$ cat config.mk
export PLATFORM = sky130hd
export DESIGN_NAME = lc3_int_ctrl
export DESIGN_NICKNAME = d
export VERILOG_FILES = /design/src/rtl/lc3_int_pkg.sv /design/src/rtl/lc3_int_prio_sel.sv /design/src/rtl/lc3_int_ctrl.sv
export SDC_FILE = /design/constraint.sdc
export NUM_CORES = 1
export LEC_CHECK = 0
export ABC_AREA = 1
export CAP_MARGIN = 15
export CORE_MARGIN = 2
export CORE_UTILIZATION = 45
export DETAILED_ROUTE_END_ITERATION = 10
export HOLD_SLACK_MARGIN = 0.02
export MAX_ROUTING_LAYER = met4
export PLACE_DENSITY_LB_ADDON = 0.25
export REMOVE_ABC_BUFFERS = 1
export SYNTH_ARGS = -nofsm -noshare
export SYNTH_HDL_FRONTEND = slang
export SYNTH_HIERARCHICAL = 1
export SYNTH_SLANG_ARGS = --single-unit
$ cat constraint.sdc
create_clock -name clk -period 10.8 [get_ports clk]
set_clock_uncertainty 0.2 [all_clocks]
set_input_delay 2.16 -clock clk [delete_from_list [all_inputs] [get_ports clk]]
set_output_delay 2.16 -clock clk [all_outputs]
set_load 0.005 [all_outputs]
$ cat src/rtl/lc3_int_pkg.sv
// Shared constants for the LC-3 interrupt controller: FSM encoding and
// default parameter values used by the top and its arbiter.
package lc3_int_pkg;

    localparam logic [1:0] ST_IDLE = 2'd0;
    localparam logic [1:0] ST_REQ  = 2'd1;
    localparam logic [1:0] ST_DONE = 2'd2;

    localparam int         DEFAULT_PRIO_W   = 3;
    localparam logic [7:0] DEFAULT_VEC_BASE = 8'h80;

endpackage

$ cat src/rtl/lc3_int_prio_sel.sv
// Combinational max-priority finder over an eligibility vector.
// Strict greater-than compare means equal priorities resolve to the lowest index.
module lc3_int_prio_sel #(
    parameter int NUM_SRC = 8,
    parameter int PRIO_W  = 3,
    parameter int IDX_W   = (NUM_SRC > 1) ? $clog2(NUM_SRC) : 1
) (
    input  logic [NUM_SRC-1:0]        eligible_i,
    input  logic [NUM_SRC*PRIO_W-1:0] prio_i,
    output logic                      any_o,
    output logic [IDX_W-1:0]          idx_o,
    output logic [PRIO_W-1:0]         prio_o
);

    always_comb begin
        any_o  = 1'b0;
        idx_o  = '0;
        prio_o = '0;
        for (int i = 0; i < NUM_SRC; i++) begin
            if (eligible_i[i] && (!any_o || (prio_i[i*PRIO_W +: PRIO_W] > prio_o))) begin
                any_o  = 1'b1;
                idx_o  = IDX_W'(i);
                prio_o = prio_i[i*PRIO_W +: PRIO_W];
            end
        end
    end

endmodule

$ cat src/rtl/lc3_int_ctrl.sv
// Multi-source interrupt controller for the LC-3 core: per-source pending/enable,
// priority arbitration against PSR priority, and a latched request with ack handshake.
module lc3_int_ctrl
    import lc3_int_pkg::*;
#(
    parameter int         NUM_SRC  = 8,
    parameter int         PRIO_W   = DEFAULT_PRIO_W,
    parameter logic [7:0] VEC_BASE = DEFAULT_VEC_BASE
) (
    input  logic                      clk,
    input  logic                      rst,
    input  logic [NUM_SRC-1:0]        irq_in,
    input  logic [NUM_SRC-1:0]        edge_mode,
    input  logic [NUM_SRC-1:0]        ie,
    input  logic [NUM_SRC*PRIO_W-1:0] src_prio,
    input  logic [PRIO_W-1:0]         cpu_priority,
    input  logic                      int_ack,
    output logic                      int_req,
    output logic [7:0]                int_vector,
    output logic [PRIO_W-1:0]         int_priority,
    output logic [NUM_SRC-1:0]        pending
);

    localparam int IDX_W = (NUM_SRC > 1) ? $clog2(NUM_SRC) : 1;

    logic [NUM_SRC-1:0] irq_d_q;
    logic [NUM_SRC-1:0] pending_q, pending_d;
    logic [NUM_SRC-1:0] eligible;
    logic [1:0]         state_q, state_d;
    logic [IDX_W-1:0]   sel_q, sel_d;
    logic [7:0]         vec_q, vec_d;
    logic [PRIO_W-1:0]  prio_q, prio_d;
    logic               req_q, req_d;
    logic               ack_clr;
    logic               win_any;
    logic [IDX_W-1:0]   win_idx;
    logic [PRIO_W-1:0]  win_prio;

    always_comb begin
        eligible = '0;
        for (int i = 0; i < NUM_SRC; i++) begin
            eligible[i] = pending_q[i] & ie[i] &
                          (src_prio[i*PRIO_W +: PRIO_W] > cpu_priority);
        end
    end

    lc3_int_prio_sel #(
        .NUM_SRC (NUM_SRC),
        .PRIO_W  (PRIO_W),
        .IDX_W   (IDX_W)
    ) u_prio_sel (
        .eligible_i (eligible),
        .prio_i     (src_prio),
        .any_o      (win_any),
        .idx_o      (win_idx),
        .prio_o     (win_prio)
    );

    // Once latched, vector/priority stay frozen; only eligibility of the latched source can withdraw it.
    always_comb begin
        state_d = state_q;
        sel_d   = sel_q;
        vec_d   = vec_q;
        prio_d  = prio_q;
        req_d   = req_q;
        ack_clr = 1'b0;
        case (state_q)
            ST_IDLE: begin
                if (win_any) begin
                    state_d = ST_REQ;
                    sel_d   = win_idx;
                    vec_d   = VEC_BASE + 8'(win_idx);
                    prio_d  = win_prio;
                    req_d   = 1'b1;
                end
            end
            ST_REQ: begin
                if (int_ack) begin
                    ack_clr = 1'b1;
                    req_d   = 1'b0;
                    state_d = ST_DONE;
                end else if (!eligible[sel_q]) begin
                    req_d   = 1'b0;
                    state_d = ST_IDLE;
                end
            end
            ST_DONE: begin
                req_d   = 1'b0;
                state_d = ST_IDLE;
            end
            default: begin
                req_d   = 1'b0;
                state_d = ST_IDLE;
            end
        endcase
    end

    // A fresh edge wins over an ack clearing the same source in that cycle.
    always_comb begin
        pending_d = '0;
        for (int i = 0; i < NUM_SRC; i++) begin
            if (edge_mode[i]) begin
                pending_d[i] = (irq_in[i] & ~irq_d_q[i]) |
                               (pending_q[i] & ~(ack_clr && (sel_q == IDX_W'(i))));
            end else begin
                pending_d[i] = irq_in[i];
            end
        end
    end

    always_ff @(posedge clk) begin
        irq_d_q <= irq_in;
        if (rst) begin
            pending_q <= '0;
            state_q   <= ST_IDLE;
            sel_q     <= '0;
            vec_q     <= '0;
            prio_q    <= '0;
            req_q     <= 1'b0;
        end else begin
            pending_q <= pending_d;
            state_q   <= state_d;
            sel_q     <= sel_d;
            vec_q     <= vec_d;
            prio_q    <= prio_d;
            req_q     <= req_d;
        end
    end

    assign int_req      = req_q;
    assign int_vector   = vec_q;
    assign int_priority = prio_q;
    assign pending      = pending_q;

endmodule

**Word-level counts from Yosys, hierarchy flattened**

Cells that the tools add are included.

- Reductions and logical operators: 33
- Add/sub/neg operators: 1
- Div/mod/pow operators: 0
- Shift-type cells: 0
- Bitwise operators: 56
- Eq/ne operators: 10
- Order comparisons: 16
- Multipliers: 0
- Muxes and demuxes: 43

Operators by type and width:

| cell | number |
|---|---|
| $gt 3x3->1 | 15 |
| $mux 3 | 12 |
| $and 1x1->1 | 32 |
| $mux 1 | 23 |
| $not 1->1 | 16 |
| $logic_and 1x1->1 | 15 |
| $eq 3x3->1 const B | 4 |
| $mux 2 | 5 |
| $add 8x3->8 const A | 1 |
| $or 1x1->1 | 8 |
| $logic_not 1->1 | 7 |
| $logic_or 1x1->1 | 7 |
| $eq 3x2->1 const B | 2 |
| $lt 3x4->1 const B | 1 |
| $pmux 2 s2 | 1 |
| $reduce_and 2->1 | 2 |
| $bmux 1 s3 | 1 |
| $eq 3x1->1 const B | 1 |
| $logic_not 3->1 | 1 |
| $ne 3x3->1 const B | 1 |
| $eq 2x1->1 const B | 1 |
| $logic_not 2->1 | 1 |
| $ne 2x1->1 const B | 1 |
| $pmux 1 s2 | 1 |

- ROM bits: 0
- Bits in registers: 33
- Bits of input ports: 54
- Memory bits (writable): 0
- Word-level logic and storage cells: 166
- Memories kept: 0
- Output and inout bits: 20
- Bits in latches: 0

**Depth between registers and ports, before layout**

- Depth after elaboration: 33
- Gate-level depth with buffers: 72
- Depth with buffers taken out: 72

**Cells and area by module**

Netlist, hierarchy kept.

By module, submodules not included:

| module | cells an instance | times used | area each (um^2) |
|---|---|---|---|
| lc3_int_ctrl | 237 | 1 | 1632.8 |
| lc3_int_prio_sel | 173 | 1 | 968.4 |

**Least setup slack after synthesis**

No wires, ideal clock.

- Path type: input -> register
- Start: input cpu_priority[2]
- End: register sel_q[1]
- Cell stages on the path: 69
- Setup time: 0.130 ns
- Slack: 0.765 ns
- Arrival time: 9.706 ns
- Buffers on the path: 0
- Path through: inv_1 > ha_1 > nand3_1 > nand2_1 > inv_2 > nand2_1 > inv_1 > nand2_1 > ha_1 > a21oi_1 > nand2_1 > nand2_1 > nand2_1 > nand2_1 > nand2_1 > and2_1 > ha_1 > a21oi_1 > [33 not listed] > nand2_1 > o21ai_0 > nand2_1 > o21ai_2 > nand2_2 > or2_1 > nand2_1 > ha_1 > a21oi_1 > o21ai_0 > nand2_1 > nand2_2 > nand2_4 > nand2_1 > inv_1 > nand2_1 > nor2_1 > a211oi_1

- Elaborated cells on any way between the ends: 66

RTL lines:

| what | line | text |
|---|---|---|
| from (decl) | lc3_int_ctrl.sv:16 | `input logic [PRIO_W-1:0] cpu_priority,` |
| $gt 3x3->1 (*) | lc3_int_ctrl.sv:43 | `(src_prio[i*PRIO_W +: PRIO_W] > cpu_priority);` |
| $and 1x1->1 (*) | lc3_int_ctrl.sv:42 | `eligible[i] = pending_q[i] & ie[i] &` |
| named net eligible[0] | lc3_int_ctrl.sv:28 | `logic [NUM_SRC-1:0] eligible;` |
| $mux 3 or $mux 1 (tied branches) | lc3_int_prio_sel.sv:20 | `if (eligible_i[i] && (!any_o \|\| (prio_i[i*PRIO_W +: PRIO_W] > prio_o))) begin` |
| $gt 3x3->1 or $logic_not 1->1 (tied branches) | lc3_int_prio_sel.sv:20 |  |
| $logic_or 1x1->1 | lc3_int_prio_sel.sv:20 |  |
| $logic_and 1x1->1 | lc3_int_prio_sel.sv:20 |  |
| $mux 3 or $mux 1 (tied branches) | lc3_int_prio_sel.sv:20 |  |
| [17 not listed] | n/a |  |
| $logic_or 1x1->1 | lc3_int_prio_sel.sv:20 |  |
| $logic_and 1x1->1 | lc3_int_prio_sel.sv:20 |  |
| $mux 3 or $mux 1 (tied branches) | lc3_int_prio_sel.sv:20 |  |
| $gt 3x3->1 or $logic_not 1->1 (tied branches) | lc3_int_prio_sel.sv:20 |  |
| $logic_or 1x1->1 | lc3_int_prio_sel.sv:20 |  |
| $logic_and 1x1->1 | lc3_int_prio_sel.sv:20 |  |
| $mux 3 (*) | lc3_int_prio_sel.sv:20 |  |
| named net win_idx[1] | lc3_int_ctrl.sv:36 | `logic [IDX_W-1:0] win_idx;` |
| to (signal assigned) | lc3_int_ctrl.sv:123 | `sel_q <= sel_d;` |
| to (decl) | lc3_int_ctrl.sv:30 | `logic [IDX_W-1:0] sel_q, sel_d;` |

The timed path passes the listed nets; every way through them passes the cells marked *.
A chain may end at the register's enable or synchronous reset.

**Worst setup path in the final report**

- Start: input cpu_priority[2]
- End: register vec_q[2], in the netlist int_vector[2]

- Longest elaborated chain between the ends: 32
- Elaborated cells on any way between the ends: 68

RTL lines:

| what | line | text |
|---|---|---|
| $gt 3x3->1 (*) | lc3_int_ctrl.sv:43 |  |
| $and 1x1->1 (*) | lc3_int_ctrl.sv:42 |  |
| named net eligible[0] | lc3_int_ctrl.sv:28 |  |
| $mux 3 or $mux 1 (tied branches) | lc3_int_prio_sel.sv:20 |  |
| $gt 3x3->1 or $logic_not 1->1 (tied branches) | lc3_int_prio_sel.sv:20 |  |
| $logic_or 1x1->1 | lc3_int_prio_sel.sv:20 |  |
| $logic_and 1x1->1 | lc3_int_prio_sel.sv:20 |  |
| $mux 3 or $mux 1 (tied branches) | lc3_int_prio_sel.sv:20 |  |
| [18 not listed] | n/a |  |
| $logic_and 1x1->1 | lc3_int_prio_sel.sv:20 |  |
| $mux 3 or $mux 1 (tied branches) | lc3_int_prio_sel.sv:20 |  |
| $gt 3x3->1 or $logic_not 1->1 (tied branches) | lc3_int_prio_sel.sv:20 |  |
| $logic_or 1x1->1 | lc3_int_prio_sel.sv:20 |  |
| $logic_and 1x1->1 | lc3_int_prio_sel.sv:20 |  |
| $mux 3 (*) | lc3_int_prio_sel.sv:20 |  |
| named net win_idx[2] | lc3_int_ctrl.sv:36 |  |
| $add 8x3->8 (*) | lc3_int_ctrl.sv:72 | `vec_d = VEC_BASE + 8'(win_idx);` |
| to (signal assigned) | lc3_int_ctrl.sv:124 | `vec_q <= vec_d;` |
| to (decl) | lc3_int_ctrl.sv:31 | `logic [7:0] vec_q, vec_d;` |

Marks and branches as above.

==> results.md <==
* Setup crit start kind: input pin
* Largest stage delay on the critical path at 0.47 ns
* Hold Crit Class: reg -> reg
* Worst r2r dst: int_vector[2]
* Critical Path End Type: register
* Synth cell types at 30
* Clock Latency Late Sink at 0.26 ns
* Hold depth at 2
* Number of port buffers at between 60 and 70
* Area of the core at 5540 µm²
* CTS H-tree lvls at 1
* Period utilisation layout at 97.2%
* Antenna Nets Post-Route at 0
* Synth Register Bits at 25
* Starting Density at approximately 47%
* Ys Warns at 6
* Std cell rows at 27
* CTS tree: done
* FFs w/ async S/R, synth at 0%
* Final setup viols at 0
* Clk root buf: clkbuf_8
* Initial DRC count at 94
* Crit-path slowest cell: clkdlybuf4s50_1
* Placed cell area at 3510 µm²
* Post-synth EDFFs at 0
* Avg Inst Size Synth at between 6 and 7 µm²
* DRC at 0
* Wirelength per Cell at around 13 µm
* First-pass GRT wire length at about 11,000 µm
* Sequential-to-total area share from yosys stat at 19.2%
* Most used cell, CP: nand2_1
* Initial antenna violation count at 0
* Max VDD drop at 0.113 mV
* Min cycle time layout at 10.50 ns
* Die width at 80.0 µm
* FILL cells at 474
* CP Data Required Time at 10.72 ns
* Sink Count at 25
* Max Fclk at 0.0953 GHz
* Mapped Area at 2600 µm²
* Routability cong. at approximately 0.84
* Share of layout cells above drive strength 1 at 22.5%
* Pwr/cell area at 81.8 nW/µm²
* Layout net count at 607
* Leak at 1.98 nW
* Max-Cap Viols at 0
* Die Span Y at 80.0 µm
* Drt pass-1 iters at 4
* Routed WL at between 7000 and 8000 µm
* Max FO, Critical Path at 7
* Finished Cell Area at 3970 µm²
* TritonCTS Buffers at 3
* Via density at 5.06
* Min-delay src: int_priority[1]
* WS Path Type: in -> reg
* Crit path DAT at 10.42 ns
* Status: completed
* Top Ports at 74
* Number of diodes at 0
* Max Slew Vio Count at 0
* Reg2reg setup slack at 2.67 ns
* Via count at 2,930
* Slew at the pin closest to its max-slew limit at 0.653 ns
* Congestion Overflow GR at 0
* Clk slew on worst S/H paths at 0.08 ns
* Post-Place Cells at around 570
* Reg2reg start: pending[0]
* Synth Flop Type: dfxtp_1
* Final Hold Vio Count at 0
* Vias in the first global route at about 2,700
* HPWL after DPL at 5620 µm
* Gr usage total at 22.2%
* Area grow syn2layout at 52.7%
* Slew margin rel. at 56.3%
* Largest net degree at the start of global routing at 18
* Die area at roughly 6400 µm²
* Max Root-Sink Buffers at 2
* Post-route insts no fill at 579
* Reg2Reg Depth at 68
* Hold Path End: int_priority[1]
* Cell count after synthesis at 410
## cell usage in the layout, fill, tap and decap left out, drive strengths merged
| cell | n |
|---|---|
| dfxtp | 25 |
| nand3b | 4 |
| or2 | 5 |
| a21oi | 27 |
| o311ai | 2 |
| clkdlybuf4s50 | 66 |
| conb | 4 |
| a31oi | 1 |
| inv | 55 |
| nor2 | 11 |
| nand2 | 131 |
| nand3 | 58 |
| o21ai | 12 |
| dlymetal6s2s | 3 |
| ha | 45 |
| clkinv | 12 |
| or3 | 2 |
| buf | 28 |
| and2 | 9 |
| a211oi | 3 |
| clkbuf | 4 |
## critical path: cells and delay by family
family | cells | cell delay, ns
adders and majority gates | 8 | 1.89
AOI/OAI and AO/OA | 11 | 1.16
and+or+nand+nor | 43 | 4.07
buffers and inverters | 9 | 1.09
## area by class of cell
type                       instances  area, µm²  area share [%]
clock buffer                       4       45.0            1.13
inverter                          67        258            6.49
multi-input combinational        314       2170            54.6
sequential                        25        500            12.6
tap                               72       90.1            2.27
timing repair buffer              97        908            22.9
## repair_timing
item                                    CTS  global route
buffers inserted                          0             6
hold buffers                              0             0
endpoints found under the setup margin    6             6
pin swaps                                 1            29
gates resized for setup                  10            74
## registers in the layout, indices dropped and copies added, names as in the netlist
signal	count
sel_q	2
int_priority	3
int_vector	2
state_q	1
pending	8
irq_d_q	8
int_req	1
## worst max-delay path by stage
stage / start / endpoint / slack, ns / cells after the start
CTS: cpu_priority[1] / sel_q[1] / 0.03 / 69
global route: cpu_priority[2] / sel_q[1] / -0.30 / 71
detailed placement: cpu_priority[2] / int_vector[2] / -0.50 / 70
global placement: cpu_priority[2] / sel_q[1] / -0.31 / 70
floorplan: cpu_priority[2] / sel_q[1] / 0.75 / 69
finish: cpu_priority[2] / int_vector[2] / 0.30 / 71
## through the flow
stage          setup WS [ns]  setup TNS (ns)  hold WS (ns)  utilization [%]  total power, W
2_1_floorplan          0.754               0         0.256                -        0.000186
3_3_place_gp          -0.307           -1.55         0.256             63.4        0.000242
3_5_place_dp          -0.496           -2.77         0.265             63.4        0.000246
4_1_cts               0.0273               0         0.279             65.0        0.000303
5_1_grt               -0.300           -1.65         0.310             71.7        0.000349
6_report               0.303               0         0.272             71.7        0.000325
## metal layers
metal | global-route usage (%) | part of all wire (%) | vias up
li1 | - | - | 1520
met4 | 4.92 | 1.5 | 0
met3 | 1.81 | 4.0 | 10
met5 | - | 0 | -
met1 | 27.3 | 45 | 1322
met2 | 39.5 | 50 | 78
## logic make-up (layout without fill, tap and decap cells)
group	after synthesis	in the layout	share of synthesized area [%]
simple gates	220	220	38.0
buf+inv	74	168	11.4
other cells	1	4	0.144
flops	25	25	19.2
compound gates	45	45	9.57
fa+ha+maj	45	45	21.6
## cell usage after synthesis (2+ instances only)
| master | number | area share, % |
|---|---|---|
| buf_4 | 4 | 1.2 |
| nor2_2 | 2 | 0.48 |
| nand3_1 | 57 | 11 |
| a211oi_1 | 3 | 0.87 |
| and2_1 | 9 | 2.2 |
| o311ai_1 | 2 | 0.67 |
| dfxtp_1 | 25 | 19 |
| nor2_1 | 9 | 1.3 |
| ha_1 | 45 | 22 |
| or3_4 | 2 | 0.87 |
| o21ai_1 | 2 | 0.38 |
| o21ai_0 | 9 | 1.7 |
| inv_2 | 5 | 0.72 |
| nand2_1 | 127 | 18 |
| clkinv_1 | 11 | 1.6 |
| nand2_2 | 3 | 0.72 |
| a21oi_1 | 26 | 5.0 |
| buf_2 | 2 | 0.38 |
| or2_1 | 3 | 0.72 |
| nand3b_1 | 4 | 1.2 |
| inv_1 | 50 | 7.2 |
| or2_2 | 2 | 0.48 |
## where the power goes
group / switching (W) / total (W) / leakage, nW / internal (W)
logic: 0.0000824 / 0.000164 / 1.75 / 0.0000816
registers: 0.00000670 / 0.000107 / 0.208 / 0.000100
clock network: 0.0000279 / 0.0000543 / 0.0228 / 0.0000264
Note: power is estimated with default switching activity, not from simulation.
